[src/rtl/uart_pkg.sv]
// rtl/uart_pkg.sv - shared FSM encoding, defaults and round-robin helper for the UART TX arbiter
package uart_pkg;

    typedef enum logic {
        ST_IDLE = 1'b0,
        ST_LOCK = 1'b1
    } arb_state_e;

    localparam int DBIT_DEFAULT = 8;
    localparam int RR_MAX       = 8;

    // Loop form of the round-robin pick: first set bit of req scanning upward
    // from ptr+1 with wrap at n. Returns one-hot, zero when req is empty.
    function automatic logic [RR_MAX-1:0] rr_pick(input logic [RR_MAX-1:0] req,
                                                  input logic [2:0]        ptr,
                                                  input int                n);
        logic [RR_MAX-1:0] oh;
        int                idx;
        oh = '0;
        for (int k = 1; k <= RR_MAX; k++) begin
            idx = (int'(ptr) + k) % n;
            if (k <= n && oh == '0 && req[idx[2:0]]) begin
                oh[idx[2:0]] = 1'b1;
            end
        end
        return oh;
    endfunction

endpackage

[src/rtl/rr_priority.sv]
// rtl/rr_priority.sv - combinational round-robin priority picker (rotate, priority-encode, rotate back)
//   req_i : N_REQ request vector
//   ptr_i : index of the last owner; it gets lowest priority
//   gnt_o : one-hot winner, zero when no request
module rr_priority #(
    parameter int N_REQ = 4
) (
    input  logic [N_REQ-1:0]         req_i,
    input  logic [$clog2(N_REQ)-1:0] ptr_i,
    output logic [N_REQ-1:0]         gnt_o
);

    localparam int PW = $clog2(N_REQ);

    logic [PW:0]      shamt;
    logic [N_REQ-1:0] rot;
    logic [N_REQ-1:0] first_oh;

    always_comb begin
        // Rotate so that requester ptr+1 sits at bit 0; shamt may equal N_REQ.
        shamt    = {1'b0, ptr_i} + (PW + 1)'(1);
        rot      = N_REQ'({req_i, req_i} >> shamt);
        // Isolate the lowest set bit.
        first_oh = rot & (~rot + N_REQ'(1));
        // Rotate back into requester numbering.
        gnt_o    = N_REQ'(({first_oh, first_oh} << shamt) >> N_REQ);
    end

endmodule

[src/rtl/uart_tx_arbiter.sv]
// rtl/uart_tx_arbiter.sv - round-robin packet-locked arbiter sharing one UART transmitter
//   clk, rst          : clock, synchronous active-high reset
//   req/valid/last    : per-requester packet request, byte valid, end-of-packet
//   data              : flattened bytes, requester i at [i*DBIT +: DBIT]
//   ready             : byte of requester i accepted this cycle
//   grant, busy       : registered one-hot owner, grant held
//   timeout           : one-cycle pulse when the owner is dropped for idling
//   tx_full           : UART TX FIFO full
//   wr_uart, w_data   : UART write strobe and byte
module uart_tx_arbiter
    import uart_pkg::*;
#(
    parameter int N_REQ   = 4,
    parameter int DBIT    = DBIT_DEFAULT,
    parameter int TIMEOUT = 1023
) (
    input  logic                  clk,
    input  logic                  rst,
    input  logic [N_REQ-1:0]      req,
    input  logic [N_REQ-1:0]      valid,
    input  logic [N_REQ-1:0]      last,
    input  logic [N_REQ*DBIT-1:0] data,
    output logic [N_REQ-1:0]      ready,
    output logic [N_REQ-1:0]      grant,
    output logic                  busy,
    output logic                  timeout,
    input  logic                  tx_full,
    output logic                  wr_uart,
    output logic [DBIT-1:0]       w_data
);

    localparam int PW = $clog2(N_REQ);
    localparam int CW = $clog2(TIMEOUT + 1);

    arb_state_e       state_q, state_d;
    logic [N_REQ-1:0] grant_q, grant_d;
    logic [PW-1:0]    ptr_q, ptr_d;
    logic [CW-1:0]    cnt_q, cnt_d;
    logic             timeout_q, timeout_d;

    logic [N_REQ-1:0] pick;
    logic [PW-1:0]    g_idx;
    logic             req_g, valid_g, last_g, accept, idle_hit;

    rr_priority #(.N_REQ(N_REQ)) u_rr (
        .req_i (req),
        .ptr_i (ptr_q),
        .gnt_o (pick)
    );

    // Owner view; grant_q is zero in IDLE so w_data and accept fall to 0 there.
    always_comb begin
        g_idx  = '0;
        w_data = '0;
        for (int i = 0; i < N_REQ; i++) begin
            if (grant_q[i]) begin
                g_idx  = PW'(i);
                w_data = data[i*DBIT +: DBIT];
            end
        end
        req_g    = |(req & grant_q);
        valid_g  = |(valid & grant_q);
        last_g   = |(last & grant_q);
        accept   = valid_g & ~tx_full;
        // Only idle cycles advance the counter, so a tx_full stall never trips it.
        idle_hit = ~valid_g & (cnt_q == CW'(TIMEOUT - 1));
    end

    always_comb begin
        state_d   = state_q;
        grant_d   = grant_q;
        ptr_d     = ptr_q;
        cnt_d     = cnt_q;
        timeout_d = 1'b0;
        case (state_q)
            ST_IDLE: begin
                if (|req) begin
                    grant_d = pick;
                    cnt_d   = '0;
                    state_d = ST_LOCK;
                end
            end
            ST_LOCK: begin
                if (accept) begin
                    cnt_d = '0;
                end else if (!valid_g) begin
                    cnt_d = cnt_q + CW'(1);
                end
                if ((accept && last_g) || !req_g || idle_hit) begin
                    state_d   = ST_IDLE;
                    grant_d   = '0;
                    ptr_d     = g_idx;
                    cnt_d     = '0;
                    // An abandoning owner is a plain release, not a timeout.
                    timeout_d = idle_hit & req_g;
                end
            end
            default: state_d = ST_IDLE;
        endcase
    end

    always_ff @(posedge clk) begin
        if (rst) begin
            state_q   <= ST_IDLE;
            grant_q   <= '0;
            ptr_q     <= PW'(N_REQ - 1);
            cnt_q     <= '0;
            timeout_q <= 1'b0;
        end else begin
            state_q   <= state_d;
            grant_q   <= grant_d;
            ptr_q     <= ptr_d;
            cnt_q     <= cnt_d;
            timeout_q <= timeout_d;
        end
    end

    assign ready   = accept ? grant_q : '0;
    assign wr_uart = accept;
    assign grant   = grant_q;
    assign busy    = (state_q == ST_LOCK);
    assign timeout = timeout_q;

endmodule

[config.mk]
export PLATFORM = sky130hd
export DESIGN_NAME = uart_tx_arbiter
export DESIGN_NICKNAME = d
export VERILOG_FILES = /design/src/rtl/uart_pkg.sv /design/src/rtl/rr_priority.sv /design/src/rtl/uart_tx_arbiter.sv
export SDC_FILE = /design/constraint.sdc
export NUM_CORES = 1
export LEC_CHECK = 0
export CORE_ASPECT_RATIO = 1.4
export CORE_MARGIN = 2
export CORE_UTILIZATION = 42
export CTS_CLUSTER_DIAMETER = 50
export DETAILED_ROUTE_END_ITERATION = 8
export GPL_ROUTABILITY_DRIVEN = 1
export GPL_TIMING_DRIVEN = 0
export PLACE_DENSITY = 0.89
export SYNTH_ARGS = -nofsm -noshare
export SYNTH_HDL_FRONTEND = slang
export SYNTH_SLANG_ARGS = --single-unit
[constraint.sdc]
create_clock -name clk -period 2.1 [get_ports clk]
set_input_delay 0.42 -clock clk [delete_from_list [all_inputs] [get_ports clk]]
set_output_delay 0.42 -clock clk [all_outputs]
set_load 0.02 [all_outputs]
Word level (Yosys, flattened, before mapping):

Cells that the tools add are included.
W data, S select, Z words.

* equal/unequal tests: 4
* multiplexer cells: 19
* shift operators: 2
* add/sub/neg operators: 3
* bitwise logic cells: 12
* reduce and logical (&&, ||, !) cells: 12

Operator list (count)
* $mux W10: 4
* $mux W8: 4
* $pmux W10 S2: 1
* $and A4 B4 Y4: 4
* $reduce_or A4 Y1: 4
* $mux W4: 3
* $add A10 B1 Y10 const B: 1
* $eq A10 B10 Y1 const B: 1
* $pmux W4 S2: 1
* $shl A8 B3 Y8: 1
* $shr A8 B3 Y4: 1
* $reduce_and A2 Y1: 3
* $add A4 B1 Y4 const B: 1
* $mux W2: 2
* $ne A4 B2 Y1 const B: 1
* $not A1 Y1: 4
* $not A4 Y4: 1
* $add A2 B1 Y3 const B: 1
* $and A1 B1 Y1: 3
* $mux W1: 3
* $reduce_or A3 Y1: 1
* $logic_or A1 B1 Y1: 2
* $ne A2 B1 Y1 const B: 1
* $ne A2 B2 Y1 const B: 1
* other kinds (3): 3

* flip-flop bits (word level): 18
* output and inout bits: 19
* logic and storage cells: 57
* bits of input ports: 47

Logic depth before layout (Yosys ltp):

Gate-level depths: netlist of the first run.

* word-level depth: 8
* gate-level depth with buffers: 7
* gate-level depth less buffers: 6

Hierarchy:

Synthesis of the first run repeated with hierarchy kept, for this count alone.

* cells, all modules: 176
* area total of the unflattened synthesis: 1498.9 um2

Modules (own cells, without submodules)
* uart_tx_arbiter: area an instance 1199.9 um2, seq. area each 360.3 um2, cells each 136, times used 1
* rr_priority: area an instance 299.0 um2, seq. area each 0.0 um2, cells each 40, times used 1

Least setup slack after synthesis of the first run:

Ideal clock, no wire load.

* path type: reg-to-output
* start point: register grant_q[1] (netlist: grant[1])
* end point: output w_data[6]
* setup slack: 0.155 ns
* arrival time: 1.525 ns
* cell stages (with the launch flop): 5
* path buffers: 1
* required time: 1.680 ns
* cells stage by stage: dfxtp_1 > nor2b_1 > clkbuf_1 > a22oi_1 > o21ai_0

* word-level cells in the longest chain between the ends: 3

Ends and longest elaborated chain
* start, declared: line uart_tx_arbiter.sv:36 `logic [N_REQ-1:0] grant_q, grant_d;`
* start signal, assigned: line uart_tx_arbiter.sv:111 `grant_q <= grant_d;`
* $mux W8 (3 in series): line uart_tx_arbiter.sv:56 `if (grant_q[i]) begin`
* end, declared: line uart_tx_arbiter.sv:29 `output logic [DBIT-1:0] w_data`

Every way passes these cells.

Worst setup path in the final report of the first run:

* start point: input valid[0]
* end point: output ready[0]

* word-level cells in the longest chain between the ends: 4

Ends and longest elaborated chain
* start, declared: line uart_tx_arbiter.sv:20 `input logic [N_REQ-1:0] valid,`
* $and A4 B4 Y4: line uart_tx_arbiter.sv:62 `valid_g = |(valid & grant_q);`
* $reduce_or A4 Y1: line uart_tx_arbiter.sv:62
* $and A1 B1 Y1: line uart_tx_arbiter.sv:64 `accept = valid_g & ~tx_full;`
* $mux W4: line uart_tx_arbiter.sv:118 `assign ready = accept ? grant_q : '0;`
* end, declared: line uart_tx_arbiter.sv:23 `output logic [N_REQ-1:0] ready,`

Every way passes these cells.

==> run_results.csv, run 1 <==
group,metric,value,unit
critical_path,cp_max_fo,8,
yosys,synth_flop_cell,"dfxtp_1",
global_route,antenna_found_initial,0,
yosys,avgSynthCellArea,8.402,um^2
pwr,p_leak,0.8147,nW
place,portBuffers,62,
sta,fin_crit,2.083,ns
floorplan,core_area,3410,um^2
outcome,status,"finished, final reports clean",
yosys,yosysSeqAreaShare,0.2396,
yosys,synthDominantCellAreaShare,0.2396,
yosys,netlist_area,1504,um^2
sta,setup_viol,0,
sta,holdWs,0.5026,ns
layout,n_fill_cell,288,
place,dpl.hpwl,3522,um
layout,areaGrowthSynthToFinish,48.59,%
cts,cts_tree,"yes",
routing,dr.pass1.iters,4,
floorplan,row_count,25,
place,post-place-ws,-0.4020,ns
place,dpl_cell_area,2175,um^2
yosys,syn_inst,179,
floorplan,io_pins,66,
cts,clk_latency,0.26,ns
place,dp.cells,281,
cts,cts-root-buf,"clkbuf_8",
yosys,synth_edf_count,0,
cts,clockBufferDepth,2,
yosys,synth_area_leader_cell,"dfxtp_1",
pwr,total_power,1.627,mW
floorplan,die_area,4082,um^2
sta,drv_slew,0,
critical_path,crit_path_end_kind,"output pin",
cts,path_clk_slew,0.07,ns
sta,max-slew-margin-rel,0.6676,
routing,ant_nets,0,
critical_path,path_class,"input pin to output pin",
routing,first_iter_violations,67,
cts,cts.sinks,18,
layout,final_area,2235,um^2
critical_path,crit_path_start_kind,"input pin",
floorplan,die_h,74.80,um
sta,final_hold_viol_count,0,
layout,layout.cells.non_filler,286,
routing,drc_errors,0,
yosys,synthDistinctLibCells,50,
sta,final.setup.tns,0,ns
routing,wl_per_cell,16.34,um
critical_path,critPathTopFamily,"buffers and inverters",
sta,finalCritPeriodShare,0.9920,
yosys,synth-async-reset-ratio,0,
layout,antenna_cells,0,
routing,vias,1743,
floorplan,start_util,0.4411,
layout,multi_input_area,1081,um^2
routing,wl,4672,um
sta,fmax,480.0,MHz
place,gp_congestion,0.8738,
routing,avgViaCountPerCell,6.094,
worst_hold_path,min_path_type,"flip-flop to flip-flop",
pwr,peakVddDrop,0.0004535,V
global_route,grt_pass1_wl,7714,um
sta,skew,0.003713,ns
critical_path,worstPathArrival,1.66,ns
yosys,synth_warnings,0,
critical_path,crit_slowest_cell,"clkdlybuf4s50_1",
layout,drive_above_1_share,0.1951,
yosys,syn_nets,229,
global_route,grt_usage,0.2547,
yosys,yosys_register_bits,18,
layout,fin_nets,297,
cts,htreeDepth,1,
cts,cts_buffers,3,
sta,tightest_slew,0.4987,ns
sta,layout_setup_ws,0.01673,ns
layout,final_util,0.6554,
critical_path,cp_cell_sequence,"clkdlybuf4s50_1, a22o_4, o21a_4, and2_1, buf_2",
cts,cts_hold_buf,0,
floorplan,fp.dieW,54.58,um
layout,seqCellArea,366.6,um^2
global_route,grt_max_degree,11,
critical_path,max_stage_delay,0.42,ns
job,maxCapViolCount,0,
critical_path,cp.required,1.68,ns
global_route,grt_pass1_vias,1696,
yosys,yosys-top-cells-area,"dfxtp_1, a22oi_1, o31ai_2, o21ai_0, mux2i_1",
critical_path,worst-path-buf-inv,2,
pwr,power_density,727.9,nW/um^2
global_route,grt_overflow,0,
final timing paths:
| check | from | to | slack (ns) | depth (start not counted) |
|---|---|---|---|---|
| setup / recovery | valid[0] | ready[0] | 0.02 | 5 |
| setup reg to reg | cnt_q[0] | cnt_q[9] | 0.19 | 7 |
| hold reg to reg | cnt_q[9] | cnt_q[9] | 0.50 | 1 |
| hold / removal | cnt_q[9] | cnt_q[9] | 0.50 | 1 |
cell type report:
class / count / share of cell area
multi-input cells: 143 / 0.4838
inverters: 4 / 0.006719
flip-flops and latches: 18 / 0.1641
well taps: 40 / 0.02240
repair buffers: 63 / 0.2615
clock buffers: 4 / 0.02464
plain buffers: 14 / 0.03695
flip-flops by register name (all words and copies together) (netlist names):
signal / flops
busy: 1
cnt_q: 10
grant: 4
ptr_q: 2
timeout: 1
where the power goes:
group / switching [mW] / internal, mW
Sequential: 0.0601 / 0.381
Clock: 0.126 / 0.167
Combinational: 0.503 / 0.390
Total: 0.689 / 0.938
layout by cell type (no fill, tap or decap), types with 5 or more instances in the layout:
master	count
a22oi_1	18
and2_1	6
buf_2	6
buf_6	5
clkbuf_2	10
clkdlybuf4s50_1	48
dfxtp_1	15
nand2_1	5
nand3_1	6
nor2_1	9
o211ai_1	5
o21ai_0	12
o31ai_2	6
worst register-to-register path, cell delays in order (launching register included):
cell and delay [ns]:
dfxtp_1 0.37, inv_1 0.09, ha_1 0.20, and4_1 0.24
and2_1 0.22, or3_1 0.37, buf_6 0.15, o31ai_2 0.20
per-layer routing:
layer  wire length (um)  global-route usage
met3                207             0.03968
met1               1919              0.2983
met5                  0                   0
met2               2426              0.4444
met4                119              0.1139
logic make-up (layout without fill, tap and decap cells):
| group | after synthesis | count (layout) | share of synthesized area |
|---|---|---|---|
| DFF | 18 | 18 | 0.2396 |
| AOI/OAI and AO/OA | 72 | 72 | 0.3802 |
| muxes | 5 | 5 | 0.03411 |
| and+or+nand+nor | 63 | 63 | 0.2629 |
| adders and majority gates | 3 | 3 | 0.02496 |
| buffers and inverters | 18 | 85 | 0.05823 |
cell usage after synthesis, types with 2 or more instances:
cell type  number
buf_6           2
nor3b_1         4
nand2_1         5
nor2_1         10
nor2b_1         4
buf_2           4
a22o_1          4
nand3_1         6
mux2i_1         4
nand3b_1        2
o2bb2ai_1       4
nor4_1          2
and4_1          2
or3_1           4
ha_1            3
nand4_1         3
and2_1          6
o21ai_0        12
and3_1          2
o31ai_1         2
clkbuf_1        8
a211oi_1        4
o31ai_2         6
a21oi_1         4
o21ai_1         2
and3b_1         2
inv_1           4
nor3_1          3
nand2b_1        2
a22oi_1        18
dfxtp_1        18
o211ai_1        5
repair_timing:
action	4_1_cts	5_1_grt
pin swaps	2	3
setup buffers	1	0
resized for setup	40	35
endpoints found under the setup margin	14	17
Power figures use the tool's default switching activity.
==> inputs of run 2 (changes only) <==
--- a/config.mk
+++ b/config.mk
@@ -7,12 +7,13 @@
 export LEC_CHECK = 0
 export CORE_ASPECT_RATIO = 1.4
 export CORE_MARGIN = 2
-export CORE_UTILIZATION = 42
+export CORE_UTILIZATION = 44
+export CTS_BUF_LIST = sky130_fd_sc_hd__clkbuf_4 sky130_fd_sc_hd__clkbuf_8
 export CTS_CLUSTER_DIAMETER = 50
 export DETAILED_ROUTE_END_ITERATION = 8
 export GPL_ROUTABILITY_DRIVEN = 1
 export GPL_TIMING_DRIVEN = 0
-export PLACE_DENSITY = 0.89
+export PLACE_DENSITY = 0.92
 export SYNTH_ARGS = -nofsm -noshare
 export SYNTH_HDL_FRONTEND = slang
 export SYNTH_SLANG_ARGS = --single-unit
==> run 2 against run 1 <==
  * Worst setup slack improved by 0.088 ns
  * Clock power fell by 1%
  * Register-to-register slack got worse by 0.04 ns
  * Routed wire length rose by 4.3%
  * Die area fell by 4.3%
  * Combinational power rose by 1%
  * Count of clock-buffer cells in the layout did not move
  * Hold slack improved by 0.0089 ns
  * Via count rose by 2.8%
  * First-iteration DRC count rose by 12%
==> run_results.csv, run 2 (synthesis gave the netlist of run 1 again) <==
group,metric,value,unit
pwr,total_power,1.631,mW
layout,antenna_cells,0,
global_route,grt_pass1_vias,1705,
sta,fmax,501.2,MHz
critical_path,path_class,"flip-flop to output pin",
layout,layout_common_cells,"clkdlybuf4s50_1, a22oi_1, dfxtp_1",
global_route,grt_max_degree,11,
sta,finalCritPeriodShare,0.9501,
sta,rsz0062_at_grt,"no",
critical_path,max_stage_delay,0.35,ns
routing,dr.pass1.iters,6,
place,gp_congestion,0.8837,
worst_hold_path,hold_path_depth,1,
routing,avgViaCountPerCell,6.262,
cts,htreeDepth,1,
pwr,peakVddDrop,0.0005377,V
global_route,antenna_found_initial,0,
job,maxCapViolCount,0,
floorplan,fp.dieW,53.41,um
cts,cts_tree,"yes",
cts,clockBufferDepth,2,
critical_path,crit_slowest_cell,"dfxtp_1",
critical_path,worstPathArrival,1.58,ns
floorplan,die_area,3908,um^2
pwr,power_density,729.1,nW/um^2
routing,wl,4873,um
layout,drive_above_1_share,0.1911,
global_route,grt_pass1_wl,7783,um
sta,fin_crit,1.995,ns
global_route,grt_usage,0.2646,
layout,mostFrequentLayoutCell,"clkdlybuf4s50_1",
critical_path,crit_path_end_kind,"output pin",
place,post-place-ws,-0.4051,ns
cts,cts.sinks,18,
worst_hold_path,min_path_type,"flip-flop to flip-flop",
cts,clk_latency,0.26,ns
critical_path,cp.required,1.68,ns
layout,top_register,"cnt_q",
layout,fin_nets,297,
routing,drc_errors,0,
sta,setup_viol,0,
layout,areaGrowthSynthToFinish,48.75,%
cts,cts_buffers,3,
critical_path,cp_cell_sequence,"buf_6, clkbuf_2, a22oi_1, o21ai_1, clkdlybuf4s15_2",
sta,final_hold_viol_count,0,
pwr,p_leak,0.8386,nW
cts,cts_hold_buf,0,
floorplan,io_pins,66,
routing,vias,1791,
global_route,grt_overflow,0,
place,portBuffers,62,
layout,largest_reg_flops,10,
place,dpl.hpwl,3576,um
cts,path_clk_slew,0.07,ns
sta,skew,0.002733,ns
sta,max-slew-margin-rel,0.6607,
sta,layout_setup_ws,0.1049,ns
outcome,status,"finished, final reports clean",
layout,final_util,0.6747,
routing,ant_nets,0,
routing,wl_per_cell,17.04,um
floorplan,die_h,73.18,um
sta,tightest_slew,0.5080,ns
floorplan,row_count,25,
floorplan,start_util,0.4536,
sta,drv_slew,0,
cts,cts-root-buf,"clkbuf_8",
critical_path,reg2regPathDepth,7,
critical_path,cp_max_fo,10,
critical_path,crit_path_start_kind,"flip-flop",
floorplan,core_area,3316,um^2
routing,first_iter_violations,75,
[run 2: cell types whose count changed in the layout (fill, tap and decap cells not counted)]
cell / before / now
clkdlybuf4s15_1: 0 / 1
dlymetal6s2s_1: 1 / 4
o21ai_1: 2 / 3
buf_6: 5 / 2
o21ai_0: 12 / 11
clkdlybuf4s15_2: 0 / 1
clkdlybuf4s50_1: 48 / 45
buf_4: 1 / 2
[run 2: power by group]
group | internal, mW | switching [mW]
registers | 0.381 | 0.0578
clock network | 0.167 | 0.122
logic | 0.396 | 0.507
[run 2: worst paths after layout]
check,start,endpoint,slack [ns]
max,grant[2],w_data[2],0.10
max reg2reg,cnt_q[0],cnt_q[9],0.15
min reg2reg,cnt_q[9],cnt_q[9],0.51
min,cnt_q[9],cnt_q[9],0.51
[run 2: what timing repair did]
item / CTS / global route
endpoints found under the setup margin: 14 / 16
pin swaps: 2 / 3
resized for setup: 39 / 33
buffers inserted: 1 / 0
[run 2: per-layer routing]
| layer | vias up | global-route usage | share of wire |
|---|---|---|---|
| met5 | - | 0 | 0 |
| met4 | 0 | 0.1225 | 0.034 |
| met3 | 19 | 0.03074 | 0.040 |
| met2 | 73 | 0.4650 | 0.54 |
| met1 | 856 | 0.3093 | 0.39 |
| li1 | 843 | - | - |
[run 2: final cells by class]
| type | count | area, um^2 |
|---|---|---|
| Multi-Input combinational cell | 143 | 1081 |
| Fill cell | 289 | 1079 |
| Timing Repair Buffer | 63 | 586.8 |
| Sequential cell | 18 | 366.6 |
| Buffer | 14 | 82.58 |
| Clock buffer | 4 | 55.05 |
| Tap cell | 40 | 50.05 |
| Inverter | 4 | 15.01 |
[run 2: worst max-delay path, delay by kind of cell, from the launching register on]
kind | cells | cell delay, ns
flops | 1 | 0.35
buf+inv | 3 | 0.67
compound gates | 2 | 0.29
[run 2: metrics by stage]
step / instances / TNS (ns) / hold slack, ns / area (um^2)
after floorplan: 179 / 0 / 0.4490 / 1504
after global placement: 281 / -6.390 / 0.4721 / 2175
after detailed placement: 281 / -7.012 / 0.4888 / 2175
after CTS: 286 / 0 / 0.5004 / 2237
after global routing: 286 / 0 / 0.5379 / 2237
final: 286 / 0 / 0.5114 / 2237
==> inputs of run 3 (changes only) <==
--- a/config.mk
+++ b/config.mk
@@ -5,7 +5,6 @@
 export SDC_FILE = /design/constraint.sdc
 export NUM_CORES = 1
 export LEC_CHECK = 0
-export CORE_ASPECT_RATIO = 1.4
 export CORE_MARGIN = 2
 export CORE_UTILIZATION = 44
 export CTS_BUF_LIST = sky130_fd_sc_hd__clkbuf_4 sky130_fd_sc_hd__clkbuf_8
==> constraint.sdc (replaced) <==
create_clock -name clk -period 2.2 [get_ports clk]
set_input_delay 0.44 -clock clk [delete_from_list [all_inputs] [get_ports clk]]
set_output_delay 0.44 -clock clk [all_outputs]
set_load 0.02 [all_outputs]
==> run 3 against run 2 <==
  * Critical path type is now input pin to output pin
  * First-iteration DRC count increased by 29%
  * Critical path depth unchanged
  * Clock skew increased by 0.0021 ns
==> run_results.csv, run 3 (synthesis gave the netlist of run 1 again) <==
group,metric,value,unit
pwr,p_leak,0.7915,nW
cts,cts_tree,"yes",
place,gp_congestion,0.8438,
layout,n_fill_cell,282,
layout,antenna_cells,0,
sta,skew,0.004799,ns
global_route,grt_overflow,0,
layout,layout_common_cells,"clkdlybuf4s50_1, a22oi_1, dfxtp_1",
sta,fmax,464.5,MHz
critical_path,cp.required,1.76,ns
sta,tightest_slew,0.4780,ns
layout,multi_input_area,1067,um^2
pwr,total_power,1.471,mW
layout,top_register,"cnt_q",
pwr,comb_power_share,0.574,
sta,finalCritPeriodShare,0.9785,
place,portBuffers,62,
cts,cts_buffers,3,
critical_path,r2r_end,"cnt_q[9]",
worst_hold_path,hold_path_depth,1,
layout,final_area,2188,um^2
pwr,pwr-share-seq,0.282,
pwr,p_clk_frac,0.144,
critical_path,r2r-start,"cnt_q[0]",
place,dp.cells,287,
critical_path,crit_path_start_kind,"input pin",
global_route,grt_pass1_wl,7279,um
pwr,power_density,672.1,nW/um^2
critical_path,crit_path_end_kind,"output pin",
cts,cts.sinks,18,
worst_hold_path,min_path_type,"flip-flop to flip-flop",
sta,final_hold_viol_count,0,
cts,path_clk_slew,0.11,ns
floorplan,core_area,3311,um^2
critical_path,worstPathArrival,1.71,ns
layout,seqCellArea,365.4,um^2
place,dpl.hpwl,3417,um
routing,first_iter_violations,97,
sta,final.setup.tns,0,ns
critical_path,cp_max_fo,8,
critical_path,path_class,"input pin to output pin",
layout,drive_above_1_share,0.1870,
sta,fin_crit,2.153,ns
cts,htreeDepth,1,
cts,clockBufferDepth,2,
routing,dr.pass1.iters,4,
sta,drv_slew,0,
worst_hold_path,hold_start,"cnt_q[9]",
worst_hold_path,min_delay_worst_endpoint,"cnt_q[9]",
pwr,p_sw,637.7,uW
routing,wl_per_cell,15.20,um
routing,drc_errors,0,
global_route,grt_max_degree,11,
outcome,status,"finished, final reports clean",
global_route,grt_pass1_vias,1669,
floorplan,die_area,3902,um^2
global_route,grt_usage,0.2253,
pwr,peakVddDrop,0.0003712,V
cts,cts-root-buf,"clkbuf_4",
layout,largest_reg_flops,10,
cts,cts_hold_buf,0,
layout,areaGrowthSynthToFinish,45.51,%
pwr,power.share.switching,0.4335,
routing,vias,1763,
critical_path,reg2regPathDepth,7,
floorplan,die_h,62.47,um
floorplan,fp.dieW,62.47,um
pwr,internal_power,833.2,uW
sta,rsz0062_at_grt,"no",
job,maxCapViolCount,0,
global_route,antenna_found_initial,0,
critical_path,rrSetupSlack,0.31,ns
place,dpl_cell_area,2182,um^2
cts,clk_latency,0.30,ns
layout,fin_nets,297,
floorplan,start_util,0.4543,
layout,mostFrequentLayoutCell,"clkdlybuf4s50_1",
routing,wl,4439,um
sta,max-slew-margin-rel,0.6786,
floorplan,row_count,21,
sta,setup_viol,0,
layout,layout.cells.non_filler,292,
routing,ant_nets,0,
floorplan,io_pins,66,
routing,avgViaCountPerCell,6.038,
-- run 3: final cells by class --
type                    count  share of cell area
plain buffers              14             0.03602
clock buffers               4             0.01658
inverters                   4            0.006861
multi-input cells         143              0.4877
flip-flops and latches     18              0.1670
well taps                  46             0.02630
repair buffers             63              0.2596
-- run 3: how the worst max path moves through the flow --
| stage | from | end | cells after the start | slack, ns |
|---|---|---|---|---|
| after floorplan | grant[1] | w_data[6] | 4 | 0.23 |
| after global placement | valid[2] | ready[2] | 5 | -0.37 |
| after detailed placement | valid[2] | ready[2] | 5 | -0.34 |
| after CTS | grant[1] | w_data[1] | 5 | 0.002 |
| after global routing | valid[2] | ready[3] | 5 | 0.01 |
| final | valid[3] | ready[0] | 5 | 0.05 |
-- run 3: power by group through the flow --
stage	logic [mW]	registers (mW)	clock network, mW
floorplan	0.514	0.427	0
global placement	0.866	0.415	0
detailed placement	0.881	0.417	0
CTS	0.861	0.413	0.212
global route	0.915	0.422	0.229
finish	0.844	0.415	0.212
-- run 3: per-layer routing --
layer,vias up,GRT usage,share of wire
met5,-,0,0
met4,0,0.07500,0.018
met3,11,0.04865,0.084
met2,90,0.3737,0.47
met1,820,0.2897,0.43
li1,842,-,-
-- run 3: per-stage QoR --
| stage | setup slack [ns] | hold slack [ns] | utilization |
|---|---|---|---|
| after floorplan | 0.2346 | 0.4490 | - |
| after global placement | -0.3674 | 0.4714 | 0.6591 |
| after detailed placement | -0.3408 | 0.4717 | 0.6591 |
| after CTS | 0.001834 | 0.4902 | 0.6697 |
| after global routing | 0.009968 | 0.5086 | 0.6610 |
| final | 0.04719 | 0.4916 | 0.6610 |
-- run 3: repair_timing --
| action | CTS | global route |
|---|---|---|
| setup buffers | 1 | 0 |
| gates resized for setup | 42 | 24 |
| pin swaps | 1 | 1 |
| setup endpoints to repair | 13 | 13 |
-- run 3: critical path: stages --
cell and delay [ns]:
clkdlybuf4s50_1 0.45, a22o_4 0.26, o21a_4 0.25, and2_1 0.16
buf_2 0.15
